[src/rtl/wash_payment_frontend.sv]
// Payment front end for the wash controller: debounced coin counting, price check,
// start handshake with acknowledge timeout/refund, and lid-open pause forwarding.
module wash_payment_frontend #(
  parameter int DEBOUNCE_CYCLES = 16,
  parameter int CREDIT_W        = 4,
  parameter int PRICE_SINGLE    = 2,
  parameter int PRICE_DOUBLE    = 3,
  parameter int ACK_TIMEOUT     = 4
) (
  input  logic                clk,
  input  logic                rst_n,
  input  logic                coin_raw,
  input  logic                start_btn,
  input  logic                double_sel,
  input  logic                lid_open,
  input  logic                wash_done,
  output logic                coin_in,
  output logic                double_wash,
  output logic                timer_pause,
  output logic [CREDIT_W-1:0] credit,
  output logic                refund
);

  typedef enum logic [1:0] {COLLECT, START, ACK_WAIT, RUN} state_t;

  localparam int SUM_W = CREDIT_W + 1;
  localparam int TO_W  = (ACK_TIMEOUT > 1) ? $clog2(ACK_TIMEOUT) : 1;

  localparam logic [CREDIT_W-1:0] CREDIT_MAX = '1;
  localparam logic [CREDIT_W-1:0] PRICE_S    = CREDIT_W'(PRICE_SINGLE);
  localparam logic [CREDIT_W-1:0] PRICE_D    = CREDIT_W'(PRICE_DOUBLE);
  localparam logic [7:0]          DB_LAST    = 8'(DEBOUNCE_CYCLES - 1);
  localparam logic [TO_W-1:0]     TO_LAST    = TO_W'(ACK_TIMEOUT - 1);

  logic coin_s1_q, coin_sync_q;
  logic start_s1_q, start_sync_q, start_prev_q;
  logic dsel_s1_q, dsel_sync_q;
  logic lid_s1_q, lid_sync_q;

  logic [7:0]          db_cnt_q, db_cnt_d;
  logic                coin_db_q, coin_db_d;
  logic                coin_ev_q, coin_ev_d;
  logic [CREDIT_W-1:0] credit_q, credit_d;

  state_t              state_q;
  logic [CREDIT_W-1:0] paid_q;
  logic [TO_W-1:0]     to_cnt_q;
  logic                coin_in_q, double_wash_q, timer_pause_q, refund_q;

  logic                start_ev;
  logic                ack_expired;
  logic [CREDIT_W-1:0] price;
  logic [CREDIT_W-1:0] charge;
  logic [CREDIT_W-1:0] refund_amt;
  logic [SUM_W-1:0]    credit_sum;

  assign start_ev    = start_sync_q & ~start_prev_q;
  assign price       = dsel_sync_q ? PRICE_D : PRICE_S;
  assign ack_expired = (to_cnt_q == TO_LAST);
  assign charge      = (state_q == START) ? paid_q : '0;
  assign refund_amt  = (state_q == ACK_WAIT && wash_done && ack_expired) ? paid_q : '0;

  // The counter must see DEBOUNCE_CYCLES differing samples before the level flips.
  always_comb begin
    coin_db_d = coin_db_q;
    db_cnt_d  = '0;
    coin_ev_d = 1'b0;
    if (coin_sync_q != coin_db_q) begin
      if (db_cnt_q == DB_LAST) begin
        coin_db_d = coin_sync_q;
        coin_ev_d = coin_sync_q;
      end else begin
        db_cnt_d = db_cnt_q + 8'd1;
      end
    end
  end

  // Charge never exceeds credit (checked before START), so the sum cannot underflow.
  always_comb begin
    credit_sum = {1'b0, credit_q} + SUM_W'(coin_ev_q) + {1'b0, refund_amt} - {1'b0, charge};
    credit_d   = (credit_sum > {1'b0, CREDIT_MAX}) ? CREDIT_MAX : credit_sum[CREDIT_W-1:0];
  end

  always_ff @(posedge clk) begin
    if (!rst_n) begin
      coin_s1_q    <= 1'b0;
      coin_sync_q  <= 1'b0;
      start_s1_q   <= 1'b0;
      start_sync_q <= 1'b0;
      start_prev_q <= 1'b0;
      dsel_s1_q    <= 1'b0;
      dsel_sync_q  <= 1'b0;
      lid_s1_q     <= 1'b0;
      lid_sync_q   <= 1'b0;
      db_cnt_q     <= '0;
      coin_db_q    <= 1'b0;
      coin_ev_q    <= 1'b0;
      credit_q     <= '0;
    end else begin
      coin_s1_q    <= coin_raw;
      coin_sync_q  <= coin_s1_q;
      start_s1_q   <= start_btn;
      start_sync_q <= start_s1_q;
      start_prev_q <= start_sync_q;
      dsel_s1_q    <= double_sel;
      dsel_sync_q  <= dsel_s1_q;
      lid_s1_q     <= lid_open;
      lid_sync_q   <= lid_s1_q;
      db_cnt_q     <= db_cnt_d;
      coin_db_q    <= coin_db_d;
      coin_ev_q    <= coin_ev_d;
      credit_q     <= credit_d;
    end
  end

  always_ff @(posedge clk) begin
    if (!rst_n) begin
      state_q       <= COLLECT;
      paid_q        <= '0;
      to_cnt_q      <= '0;
      coin_in_q     <= 1'b0;
      double_wash_q <= 1'b0;
      timer_pause_q <= 1'b0;
      refund_q      <= 1'b0;
    end else begin
      coin_in_q     <= 1'b0;
      refund_q      <= 1'b0;
      timer_pause_q <= 1'b0;
      case (state_q)
        COLLECT: begin
          if (start_ev && credit_q >= price && wash_done) begin
            state_q       <= START;
            coin_in_q     <= 1'b1;
            double_wash_q <= dsel_sync_q;
            paid_q        <= price;
          end
        end
        START: begin
          state_q  <= ACK_WAIT;
          to_cnt_q <= '0;
        end
        ACK_WAIT: begin
          if (!wash_done) begin
            state_q       <= RUN;
            timer_pause_q <= lid_sync_q;
          end else if (ack_expired) begin
            state_q       <= COLLECT;
            refund_q      <= 1'b1;
            double_wash_q <= 1'b0;
          end else begin
            to_cnt_q <= to_cnt_q + TO_W'(1);
          end
        end
        RUN: begin
          if (wash_done) begin
            state_q       <= COLLECT;
            double_wash_q <= 1'b0;
          end else begin
            timer_pause_q <= lid_sync_q;
          end
        end
        default: state_q <= COLLECT;
      endcase
    end
  end

  assign coin_in     = coin_in_q;
  assign double_wash = double_wash_q;
  assign timer_pause = timer_pause_q;
  assign credit      = credit_q;
  assign refund      = refund_q;

endmodule

[config.mk]
export PLATFORM = sky130hd
export DESIGN_NAME = wash_payment_frontend
export DESIGN_NICKNAME = d
export VERILOG_FILES = /design/src/rtl/wash_payment_frontend.sv
export SDC_FILE = /design/constraint.sdc
export NUM_CORES = 1
export LEC_CHECK = 0
export CAP_MARGIN = 5
export CORE_ASPECT_RATIO = 0.5
export CORE_MARGIN = 2
export CORE_UTILIZATION = 25
export DETAILED_ROUTE_END_ITERATION = 7
export PLACE_DENSITY = 0.4
export SYNTH_ARGS = -nofsm -noshare
export SYNTH_HDL_FRONTEND = slang
export SYNTH_SLANG_ARGS = --single-unit
[constraint.sdc]
create_clock -name clk -period 3.56 [get_ports clk]
set_input_delay 0.89 -clock clk [delete_from_list [all_inputs] [get_ports clk]]
set_output_delay 0.89 -clock clk [all_outputs]
set_load 0.01 [all_outputs]
==> flow_summary.yaml, run 1 <==
outcome:
  status: "finished clean"
final_layout:
  layout_common_cells: "dfxtp_1 (33), nor2_1 (16), clkdlybuf4s50_1 (14)"
  area_delta_synth_final_pct: 28.0
  drive_gt1_share_pct: 9.88
  final_nets: 190
  mostFrequentLayoutCell: "dfxtp_1"
  antennaDiodeCount: 0
  post-route-util_pct: 33.6
floorplan:
  initial_core_util_pct: 26.2
  num_io_pins: 15
  die_h_um: 57.9
  die_w_um: 112
  dieArea_um2: 6480
  num_rows: 19
  fp.coreArea_um2: 5540
clocking:
  cts.repair.resized: 0
  cts_tree: "done"
  clockRootBuffer: "clkbuf_16"
  clk_pin_slew_worst_paths_ns: 0.05
  cts_buffer_depth: 2
  cts.htree.levels: 2
  clk_latency_ns: 0.27
  numCtsBuffers: 5
  cts_setup_buffers: 0
  hold_buffers: 0
  cts_num_sinks: 33
sta:
  period_needed_ns: 3.03
  fmax_mhz: 330
  slew_violations: 0
  fin_crit_sh_pct: 85.1
  fin_tns_setup_ns: 0
  finalHoldViolations: 0
  rsz0062_at_grt: "no"
  tightest_slew_ns: 0.406
  slew_headroom_pct: 72.9
  finalClockSkew_ns: 0.00415
  setup_slack_ns: 0.529
  final-setup-viol-count: 0
  whs_ns: 0.422
setup_path:
  crit_chain: "clkdlybuf4s50_1 -> nand2_1 -> nor3_1 -> nand2_1 -> fa_1 -> fa_1 -> nand2b_1 -> a21oi_1 -> xnor2_1 -> a21oi_1"
  required_ns: 3.70
  max_stage_delay_ns: 0.48
  worstPathArrival_ns: 3.17
  reg2reg_depth: 9
  crit_family: "adder cells"
  worst_setup_path_start_kind: "primary input"
  rr_endpoint: "credit[3]"
  cp_max_fo: 4
  cp.buffers_inverters: 1
  path_class: "in -> reg"
  rrSetupSlack_ns: 0.73
  crit_slowest_cell: "clkdlybuf4s50_1"
  r2r_start: "state_q[1]"
  setup.worst_path.end_class: "register"
logic_synthesis:
  synthCells: 151
  synthDistinctLibCells: 32
  synth-async-reset-ratio_pct: 0
  synth-seq-area-share_pct: 45.4
  netlist.area_leader.share_pct: 45.4
  ys_top_cells_by_area: "dfxtp_1 (45%), ha_1 (7.7%), and2_1 (4.3%)"
  yosysWarnings: 0
  synthesis.nets: 170
  synth_edf_count: 0
  ys.flop_type: "dfxtp_1"
  yosys_register_bits: 33
  netlist_area_um2: 1450
  synth_area_leader_cell: "dfxtp_1"
  syn_area_per_cell_um2: 9.63
placed_design:
  io_buffer_count: 14
  dp_slack_ns: 0.231
  gp_congestion: 0.787
  hpwlAfterDp_um: 1910
drt:
  wl_per_cell_um: 10.7
  drt_iter0_markers: 35
  vias: 1008
  antenna_left: 0
  routed_wl_um: 2610
  drc_errors: 0
  drtPass1Iterations: 4
  viasPerCell: 4.11
worst_hold_path:
  whs_endpoint: "timer_pause"
  worstHoldStart: "lid_sync_q"
  hold_class: "reg -> reg"
  holdPathStages: 2
pwr:
  p_total_mw: 1.25
  cellPowerDensity_nw_per_um2: 669
  peakVddDrop_uv: 368
  p_leak_nw: 0.713
global_routing:
  grt_pass1_vias: 1044
  track_usage_pct: 9.53
  grt_pass1_wl_um: 4700
  grt_max_degree: 18
  overflow: 0
  antenna_found_initial: 0
flow_run:
  cap_violations: 0
[Yosys cell counts (2+ instances only)]
library cell,count
inv_1,11
mux2i_1,3
ha_1,9
fa_1,3
nor4b_2,2
nand3_2,2
nor4_1,2
dfxtp_1,33
xor2_1,5
and2_1,10
xnor2_1,4
nand2_1,13
nor3_1,3
clkbuf_1,2
o21ai_0,4
nor2b_1,2
nand3_1,3
a21oi_1,11
nor2_1,16
[flip-flops by register name (all words and copies together) (netlist names), 2 cells and up]
signal    cells
db_cnt_q      8
to_cnt_q      2
paid_q        2
credit        4
state_q       2
[metal layers]
| layer | up-vias | share of wire, % | GRT usage (%) |
|---|---|---|---|
| li1 | 541 | - | - |
| met1 | 451 | 52 | 11.6 |
| met2 | 11 | 42 | 15.0 |
| met3 | 5 | 3.4 | 3.77 |
| met4 | 0 | 2.2 | 4.76 |
| met5 | - | 0 | 0 |
[cell families after synthesis]
| group | after synthesis | synth area share [%] |
|---|---|---|
| and+or+nand+nor | 61 | 24.3 |
| DFF | 33 | 45.4 |
| AOI/OAI and AO/OA | 19 | 7.23 |
| buffers and inverters | 14 | 3.70 |
| adders and majority gates | 12 | 11.9 |
| xor gates and xnor gates | 9 | 5.42 |
| muxes | 3 | 2.07 |
[tightest hold or removal path: stages (launching register included)]
cell and delay, ns:
dfxtp_1 0.29, nand2_1 0.05, nor2_1 0.03
[power by group]
part	switching (mW)	internal, mW	leakage [nW]
clock network	0.151	0.349	0.0841
logic	0.165	0.154	0.360
registers	0.0249	0.402	0.269
[cell type report]
class | instances | area (um^2)
Fill cell | 574 | 3680
Multi-Input combinational cell | 104 | 739
Sequential cell | 33 | 661
Timing Repair Buffer | 16 | 155
Clock buffer | 7 | 143
Tap cell | 73 | 91.3
Inverter | 11 | 41.3
Clock inverter | 1 | 30.0
[worst max-delay path by stage]
stage | start | to | slack [ns] | depth (start not counted)
after global routing | wash_done | credit[0] | 0.33 | 10
final | wash_done | credit[3] | 0.53 | 10
after global placement | wash_done | credit[1] | 0.28 | 10
after floorplan | wash_done | credit[0] | 0.85 | 9
after detailed placement | wash_done | credit[0] | 0.23 | 10
after CTS | wash_done | credit[3] | 0.52 | 10
[through the flow]
stage	instance area (um^2)	cells
global route	1860	245
finish	1860	245
floorplan	1450	151
CTS	1860	245
detailed placement	1690	237
global placement	1690	237
(Power assumes the default switching activity.)
==> run 2: changes to the inputs <==
--- a/config.mk
+++ b/config.mk
@@ -5,10 +5,11 @@
 export SDC_FILE = /design/constraint.sdc
 export NUM_CORES = 1
 export LEC_CHECK = 0
-export CAP_MARGIN = 5
 export CORE_ASPECT_RATIO = 0.5
 export CORE_MARGIN = 2
 export CORE_UTILIZATION = 25
+export CTS_BUF_LIST = sky130_fd_sc_hd__clkbuf_8
+export CTS_CLUSTER_DIAMETER = 100
 export DETAILED_ROUTE_END_ITERATION = 7
 export PLACE_DENSITY = 0.4
 export SYNTH_ARGS = -nofsm -noshare
==> flow_summary.yaml, run 2 (synthesis results as in run 1) <==
setup_path:
  reg2reg_depth: 9
  setup.worst_path.end_class: "register"
  max_stage_delay_ns: 0.48
  path_depth: 10
  cp_max_fo: 4
  cp.buffers_inverters: 1
  worst_setup_path_start_kind: "primary input"
  required_ns: 3.71
  crit_slowest_cell: "clkdlybuf4s50_1"
  crit_family: "adder cells"
  worstPathArrival_ns: 3.17
  path_class: "in -> reg"
  crit_chain: "clkdlybuf4s50_1 -> nand2_1 -> nor3_1 -> nand2_1 -> fa_1 -> fa_1 -> nand2b_1 -> a21oi_1 -> xnor2_1 -> a21oi_1"
sta:
  fin_crit_sh_pct: 84.9
  fmax_mhz: 331
  final-setup-viol-count: 0
  period_needed_ns: 3.02
  finalHoldViolations: 0
  fin_tns_setup_ns: 0
  rsz0062_at_grt: "no"
  slew_violations: 0
  tightest_slew_ns: 0.400
  finalClockSkew_ns: 0.00728
  whs_ns: 0.426
  slew_headroom_pct: 73.3
clocking:
  cts.repair.resized: 0
  cts.htree.levels: 2
  clk_pin_slew_worst_paths_ns: 0.07
  cts_buffer_depth: 2
  cts_tree: "done"
  cts_setup_buffers: 0
  numCtsBuffers: 5
  cts_num_sinks: 33
  clockRootBuffer: "clkbuf_8"
  clk_latency_ns: 0.28
  hold_buffers: 0
drt:
  viasPerCell: 4.16
  drtPass1Iterations: 2
  wl_per_cell_um: 10.6
  drc_errors: 0
  antenna_left: 0
  vias: 1018
  routed_wl_um: 2610
  drt_iter0_markers: 31
global_routing:
  antenna_found_initial: 0
  overflow: 0
  track_usage_pct: 9.44
  grt_pass1_wl_um: 4680
  grt_max_degree: 18
  grt_pass1_vias: 1043
placed_design:
  post-place-cells: 237
  hpwlAfterDp_um: 1910
  gp_congestion: 0.787
  io_buffer_count: 14
final_layout:
  regMostFlops: "db_cnt_q"
  multiInputGateArea_um2: 739
  largest_register_ffs: 8
  regArea_um2: 661
  area_delta_synth_final_pct: 24.1
  layout_common_cells: "dfxtp_1 (33), nor2_1 (16), clkdlybuf4s50_1 (14)"
  post-route-util_pct: 32.6
  antennaDiodeCount: 0
  drive_gt1_share_pct: 9.88
  filler_cell_count: 577
  final_nets: 190
  mostFrequentLayoutCell: "dfxtp_1"
  layoutNonFillerInstCount: 245
floorplan:
  num_io_pins: 15
  num_rows: 19
  fp.coreArea_um2: 5540
  die_w_um: 112
  initial_core_util_pct: 26.2
  dieArea_um2: 6480
  die_h_um: 57.9
pwr:
  p_leak_nw: 0.692
  p_total_mw: 1.11
  peakVddDrop_uv: 368
  cellPowerDensity_nw_per_um2: 614
flow_run:
  cap_violations: 0
outcome:
  status: "finished clean"
worst_hold_path:
  hold_class: "reg -> reg"
  holdPathStages: 2
## run 2: changes by cell type in the layout (fill, tap and decap cells not counted), sizes merged
cell,previous run,this run
inv,11,12
clkbuf,7,6
## run 2: metrics by stage
step	worst slack (ns)	cell area, um^2
2_1_floorplan	0.848	1450
3_3_place_gp	0.278	1690
3_5_place_dp	0.231	1690
4_1_cts	0.535	1800
5_1_grt	0.339	1800
6_report	0.538	1800
## run 2: report_power, final
group / total, mW / leakage (nW) / switching [mW] / internal (mW)
Combinational: 0.319 / 0.360 / 0.165 / 0.154
Clock: 0.362 / 0.0626 / 0.137 / 0.225
Sequential: 0.427 / 0.269 / 0.0255 / 0.401
Total: 1.11 / 0.692 / 0.327 / 0.780
## run 2: final timing paths
| check | start | slack (ns) | endpoint |
|---|---|---|---|
| max | wash_done | 0.54 | credit[3] |
| max reg2reg | state_q[1] | 0.72 | credit[3] |
| min | lid_sync_q | 0.43 | timer_pause |
| min reg2reg | lid_sync_q | 0.43 | timer_pause |
## run 2: per-layer routing
| metal | vias up | share of wire, % | track usage, % | wire length, um |
|---|---|---|---|---|
| met5 | - | 0 | 0 | 0 |
| met4 | 0 | 1.8 | 4.23 | 46 |
| met3 | 5 | 3.9 | 3.77 | 101 |
| met2 | 13 | 42 | 15.1 | 1090 |
| met1 | 460 | 52 | 11.5 | 1370 |
| li1 | 540 | - | - | - |
## run 2: worst register-to-register path, delay by kind of cell (launching register included)
kind                     cells  cell delay (ns)
AO/OA/AOI/OAI                2             0.26
XOR/XNOR                     1             0.21
adder cells (fa/ha/maj)      3             1.15
flip-flops                   1             0.49
AND/OR/NAND/NOR              3             0.60
## run 2: final cells by class
cell class                 count  area share, %
tap                           73           5.06
multi-input combinational    104           41.0
timing repair buffer          16           8.60
clock buffer                   6           4.58
clock inverter                 2           1.87
sequential                    33           36.6
inverter                      11           2.29
